<file path="src/rtl/branch_predictor.sv">
// Direct-mapped BTB/BHT branch predictor with 2-bit counters and a registered one-cycle redirect.
// Define BP_PERF_EN to add the perf_branches / perf_mispredicts counters.
module branch_predictor #(
    parameter int ENTRIES = 16
) (
    input  logic        clk,
    input  logic        rst_n,
    input  logic [31:0] if_pc,
    output logic        pred_taken,
    output logic [31:0] pred_target,
    input  logic        ex_valid,
    input  logic [31:0] ex_pc,
    input  logic        ex_is_branch,
    input  logic        ex_is_jump,
    input  logic        ex_taken,
    input  logic [31:0] ex_target,
    input  logic        ex_pred_taken,
    input  logic [31:0] ex_pred_target,
    output logic        mispredict,
    output logic [31:0] redirect_pc
`ifdef BP_PERF_EN
    ,
    output logic [31:0] perf_branches,
    output logic [31:0] perf_mispredicts
`endif
);
    localparam int IDX = $clog2(ENTRIES);
    localparam int TW  = 30 - IDX;

    logic [ENTRIES-1:0] valid_r;
    logic [TW-1:0]      tag_r    [ENTRIES];
    logic [31:0]        target_r [ENTRIES];
    logic [1:0]         ctr_r    [ENTRIES];

    logic [IDX-1:0] if_idx_s;
    logic [IDX-1:0] ex_idx_s;
    logic           if_hit_s;
    logic           ex_hit_s;
    logic           ctl_s;
    logic           taken_eff_s;
    logic           flag_s;
    logic [1:0]     ctr_next_s;
    logic [31:0]    redirect_s;

    // Fetch-side lookup; reads pre-update state so a same-cycle update is seen next cycle
    always_comb begin
        if_idx_s   = if_pc[IDX+1:2];
        if_hit_s   = valid_r[if_idx_s] && (tag_r[if_idx_s] == if_pc[31:IDX+2]);
        pred_taken = if_hit_s && ctr_r[if_idx_s][1];
        if (pred_taken) begin
            pred_target = target_r[if_idx_s];
        end else begin
            pred_target = if_pc + 32'd4;
        end
    end

    // Resolution: mispredict detection, correct next PC and next counter value
    always_comb begin
        ex_idx_s    = ex_pc[IDX+1:2];
        ex_hit_s    = valid_r[ex_idx_s] && (tag_r[ex_idx_s] == ex_pc[31:IDX+2]);
        ctl_s       = ex_is_branch || ex_is_jump;
        taken_eff_s = ex_taken || ex_is_jump;
        flag_s      = 1'b0;
        if (ex_valid && ctl_s) begin
            flag_s = (taken_eff_s != ex_pred_taken) ||
                     (taken_eff_s && (ex_target != ex_pred_target));
        end else if (ex_valid) begin
            // a non-control instruction that was predicted taken aliased onto a BTB entry
            flag_s = ex_pred_taken;
        end else begin
            flag_s = 1'b0;
        end
        if (taken_eff_s) begin
            redirect_s = ex_target;
        end else begin
            redirect_s = ex_pc + 32'd4;
        end
        ctr_next_s = ctr_r[ex_idx_s];
        if (taken_eff_s) begin
            if (ctr_r[ex_idx_s] != 2'b11) begin
                ctr_next_s = ctr_r[ex_idx_s] + 2'd1;
            end else begin
                ctr_next_s = 2'b11;
            end
        end else begin
            if (ctr_r[ex_idx_s] != 2'b00) begin
                ctr_next_s = ctr_r[ex_idx_s] - 2'd1;
            end else begin
                ctr_next_s = 2'b00;
            end
        end
    end

    // Table state: counter training, allocation on taken misses, alias invalidation
    always_ff @(posedge clk) begin
        if (!rst_n) begin
            valid_r <= '0;
            for (int i = 0; i < ENTRIES; i++) begin
                tag_r[i]    <= '0;
                target_r[i] <= 32'd0;
                ctr_r[i]    <= 2'b01;
            end
        end else if (ex_valid && ctl_s) begin
            if (ex_hit_s) begin
                ctr_r[ex_idx_s] <= ctr_next_s;
                if (taken_eff_s) begin
                    target_r[ex_idx_s] <= ex_target;
                end
            end else if (taken_eff_s) begin
                valid_r[ex_idx_s]  <= 1'b1;
                tag_r[ex_idx_s]    <= ex_pc[31:IDX+2];
                target_r[ex_idx_s] <= ex_target;
                ctr_r[ex_idx_s]    <= ex_is_jump ? 2'b11 : 2'b10;
            end
        end else if (ex_valid && ex_pred_taken && ex_hit_s) begin
            valid_r[ex_idx_s] <= 1'b0;
        end
    end

    // Registered redirect pulse; redirect_pc only meaningful while mispredict is high
    always_ff @(posedge clk) begin
        if (!rst_n) begin
            mispredict  <= 1'b0;
            redirect_pc <= 32'd0;
        end else begin
            mispredict <= flag_s;
            if (flag_s) begin
                redirect_pc <= redirect_s;
            end
        end
    end

`ifdef BP_PERF_EN
    // Free-running performance counters, wrapping at 2^32
    always_ff @(posedge clk) begin
        if (!rst_n) begin
            perf_branches    <= 32'd0;
            perf_mispredicts <= 32'd0;
        end else begin
            if (ex_valid && ctl_s) begin
                perf_branches <= perf_branches + 32'd1;
            end
            if (flag_s) begin
                perf_mispredicts <= perf_mispredicts + 32'd1;
            end
        end
    end
`endif

endmodule

</file>
<file path="config.mk">
export PLATFORM = sky130hd
export DESIGN_NAME = branch_predictor
export DESIGN_NICKNAME = d
export VERILOG_FILES = /design/src/rtl/branch_predictor.sv
export SDC_FILE = /design/constraint.sdc
export NUM_CORES = 2
export LEC_CHECK = 0
export CELL_PAD_IN_SITES_DETAIL_PLACEMENT = 1
export CELL_PAD_IN_SITES_GLOBAL_PLACEMENT = 2
export CORE_ASPECT_RATIO = 0.6
export CORE_MARGIN = 8
export CORE_UTILIZATION = 48
export DETAILED_ROUTE_END_ITERATION = 10
export PLACE_DENSITY_LB_ADDON = 0.1
export SLEW_MARGIN = 20
export SYNTH_ARGS = -nofsm -noshare
export SYNTH_HDL_FRONTEND = slang
export SYNTH_SLANG_ARGS = --single-unit
</file>
<file path="constraint.sdc">
create_clock -name clk -period 15.9 [get_ports clk]
set_clock_uncertainty 0.05 [all_clocks]
set_input_delay 3.18 -clock clk [delete_from_list [all_inputs] [get_ports clk]]
set_output_delay 3.18 -clock clk [all_outputs]
set_load 0.005 [all_outputs]
</file>
==> results.ini <==
[global_route]
track_usage=0.345
grt_max_degree=97
overflow=0
antenna_found_initial=19
grt_pass1_wl_mm=288
grt_pass1_vias=36700

[yosys]
synth_fa_ha_area_frac=0.00122
yosys.area.top_type=edfxtp_1
syn_nets=3862
synth_xor_area_frac=0.0227
synth_compound_area_frac=0.0355
synthSimpleGateAreaFrac=0.136
synth_cell_type_count=76
ys_seq_area_frac=0.580
synthArstFlopShare=0
yosysWarningCount=0
muxShareOfSynthArea=0.189
synth_top_family_by_area=multiplexers
synth-seq-cells=1009
syn_area_um2=51400
synth_top_area_frac=0.561
synthFlopType=edfxtp_1
syn_area_per_cell_um2=13.8
synth_cells=3722
synth_edf_count=960
ys_top_cells_by_area=edfxtp_1 (56%), mux4_2 (16%), and2_1 (5.1%), nor2_1 (4.0%), mux2i_1 (2.3%)

[setup_path]
arrival_ns=8.40
endpoint_kind=primary output
cp_max_fo=48
r2r-start=tag_r[11][17]
start_kind=input pin
reg2reg_slack_ns=10.69
path_class=in -> out
r2r_end=tag_r[11][12]
critPathRequiredTime_ns=12.67
reg2reg_depth=11

[timing]
tightest_slew_ns=1.17
timing.final.ws_setup_ns=4.27
fin_tns_setup_ns=0
relSlewSlack=0.212
rsz0062_at_grt=no
finalCritPeriodShare=0.732
setup_violations=0
final-max-slew-violation-count=0
fmax_mhz=86.0
hold_violations=0
finalWorstPathRequiredPeriod_ns=11.63

[route]
wl_per_cell_um=39.4
vias_per_cell=6.87
wirelength_mm=208
final_antenna_net_count=0
drt_iter0_markers=6155
drc_errors=0
vias=36300
drt_first_pass_iters=5

[clocking]
cts.clk_slew.worst_paths_ns=0.06
tritoncts=yes
cts.sinks=1009
cts_buffers=99
post_cts_buffers=0
root_buffer=clkbuf_16
cts_hold_buf=0
clk_path_buf_depth=3
cts_resized=0
cts_max_level=3
worst_skew_pair.late_latency_ns=0.75

[power]
p_clk_frac=0.378
p_int_mw=4.66
p_sw_mw=1.65
p_leak_nw=20.1
vdd_drop_max_v=0.0000816
p_comb_frac=0.128
p_sw_frac=0.262
p_per_area_nw_per_um2=109
seq_power_share=0.494

[job]
cap_violations=0

[finish]
area_delta_synth_final_pct=12.5
fin_nets=3899
fill_cells=10300
drive_gt1_frac=0.194

[die]
die_w_um=438
die_area_um2=118000
start_util=0.481
core-area_um2=107000
rows=93
pin_count=201
fp.dieH_um=269

[placement]
place_congestion=0.924
dp_hpwl_mm=128
io_buffers=200
pre_cts_ws_ns=4.36

[min_path]
min_from=redirect_pc[27]
hold_class=reg -> reg
whs_endpoint=redirect_pc[27]
min_path_cells=2

[run_status]
status=finished clean

-- cell families after synthesis --
kind of cell | Yosys count
mux | 521
compound gates | 280
simple gates | 1374
buf+inv | 400
flops | 1009
fa+ha+maj | 5
xor+xnor | 133
-- synthesized netlist by cell type (5+ instances only) --
library cell and number:
xor2_1 15, nor2_1 542, a211oi_1 30, nand2_1 125, clkbuf_1 239, mux2_2 48, o211ai_1 11, nor4_1 8
nand2_4 9, a221oi_1 6, mux4_2 356, mux2i_1 117, clkinv_1 8, buf_2 61, xnor2_1 118, inv_2 9
nor3_1 8, a21oi_1 64, and3_1 117, buf_4 22, nand4_1 38, a22oi_1 50, ha_1 5, edfxtp_1 960
nand2_2 7, o21ai_0 66, o22ai_1 11, nand3_1 56, and2_1 419, buf_1 25, nor2b_1 16, inv_1 18
dfxtp_1 49, buf_6 14
-- routing by layer --
layer	up-vias	global-route usage	share of wire
met5	-	0	0
li1	14000	-	-
met4	0	0.127	0.045
met2	2668	0.491	0.42
met1	19100	0.494	0.39
met3	459	0.114	0.14
-- metrics by stage --
stage / hold slack [ns] / cell area (um^2) / power [mW] / std cells / utilization
after CTS: 0.444 / 57800 / 6.29 / 5265 / 0.541
after global placement: 0.422 / 54600 / 3.92 / 5082 / 0.512
after global routing: 0.481 / 57800 / 6.44 / 5269 / 0.541
after floorplan: 0.420 / 51400 / 3.59 / 3722 / -
final: 0.450 / 57800 / 6.31 / 5280 / 0.542
after detailed placement: 0.429 / 54600 / 3.95 / 5082 / 0.512
-- placed cells by master (no fill, tap or decap), types with 8 or more instances in the layout --
cell,netlist,final
o211ai_1,11,11
nand3_1,56,55
o21ai_4,0,16
and3_1,117,113
a211oi_1,30,30
nand2_2,7,24
o21ai_0,66,48
edfxtp_1,960,960
inv_2,9,9
clkbuf_16,0,102
nor2b_1,16,14
a22oi_1,50,50
dfxtp_1,49,49
clkdlybuf4s50_1,0,192
mux4_2,356,356
clkbuf_1,239,31
diode_2,0,14
clkinv_2,0,17
nand4_1,38,38
nand2_4,9,9
o22ai_1,11,11
mux2_2,48,48
nor2_1,542,525
nand2_1,125,108
mux2i_1,117,117
a21oi_1,64,64
nor2_4,0,16
xnor2_1,118,118
clkinv_1,8,25
nor3_1,8,8
buf_4,22,101
inv_1,18,18
xor2_1,15,15
and2_1,419,419
-- how the worst max path moves through the flow --
stage | from | end | depth (start not counted)
2_1_floorplan | if_pc[3] | pred_target[22] | 11
3_3_place_gp | if_pc[2] | pred_target[31] | 11
3_5_place_dp | if_pc[2] | pred_target[31] | 10
4_1_cts | if_pc[2] | pred_target[31] | 10
5_1_grt | if_pc[2] | pred_target[31] | 11
6_report | if_pc[2] | pred_target[3] | 11
-- registers in the layout, indices dropped and copies added (netlist names), named ones only --
register,cells
redirect_pc,32
mispredict,1
target_r,512
ctr_r,32
tag_r,416
-- power by group through the flow --
stage	combinational (mW)	sequential [mW]	clock (mW)
3_3_place_gp	0.768	3.15	0
4_1_cts	0.785	3.11	2.40
3_5_place_dp	0.781	3.17	0
5_1_grt	0.825	3.12	2.49
2_1_floorplan	0.445	3.14	0
6_report	0.807	3.11	2.39
-- critical path, cell delays in order --
cell and delay (ns):
buf_8 0.41, buf_4 0.73, mux4_2 0.61, mux4_2 0.59
xnor2_1 0.73, or3b_2 0.51, nor2_1 0.13, nand3_2 0.07
buf_4 0.32, mux2_2 0.33, clkdlybuf4s50_1 0.53
-- final cells by class --
class | instances | area, um^2 | share of cell area
diodes | 14 | 35.0 | 0.000606
clock buffers | 135 | 2700 | 0.0466
clock inverters | 48 | 437 | 0.00755
inverters | 35 | 131 | 0.00227
multi-input cells | 2313 | 20100 | 0.348
flip-flops and latches | 1009 | 29800 | 0.516
well taps | 1425 | 1780 | 0.0308
repair buffers | 301 | 2790 | 0.0482
Power figures use the tool's default switching activity.
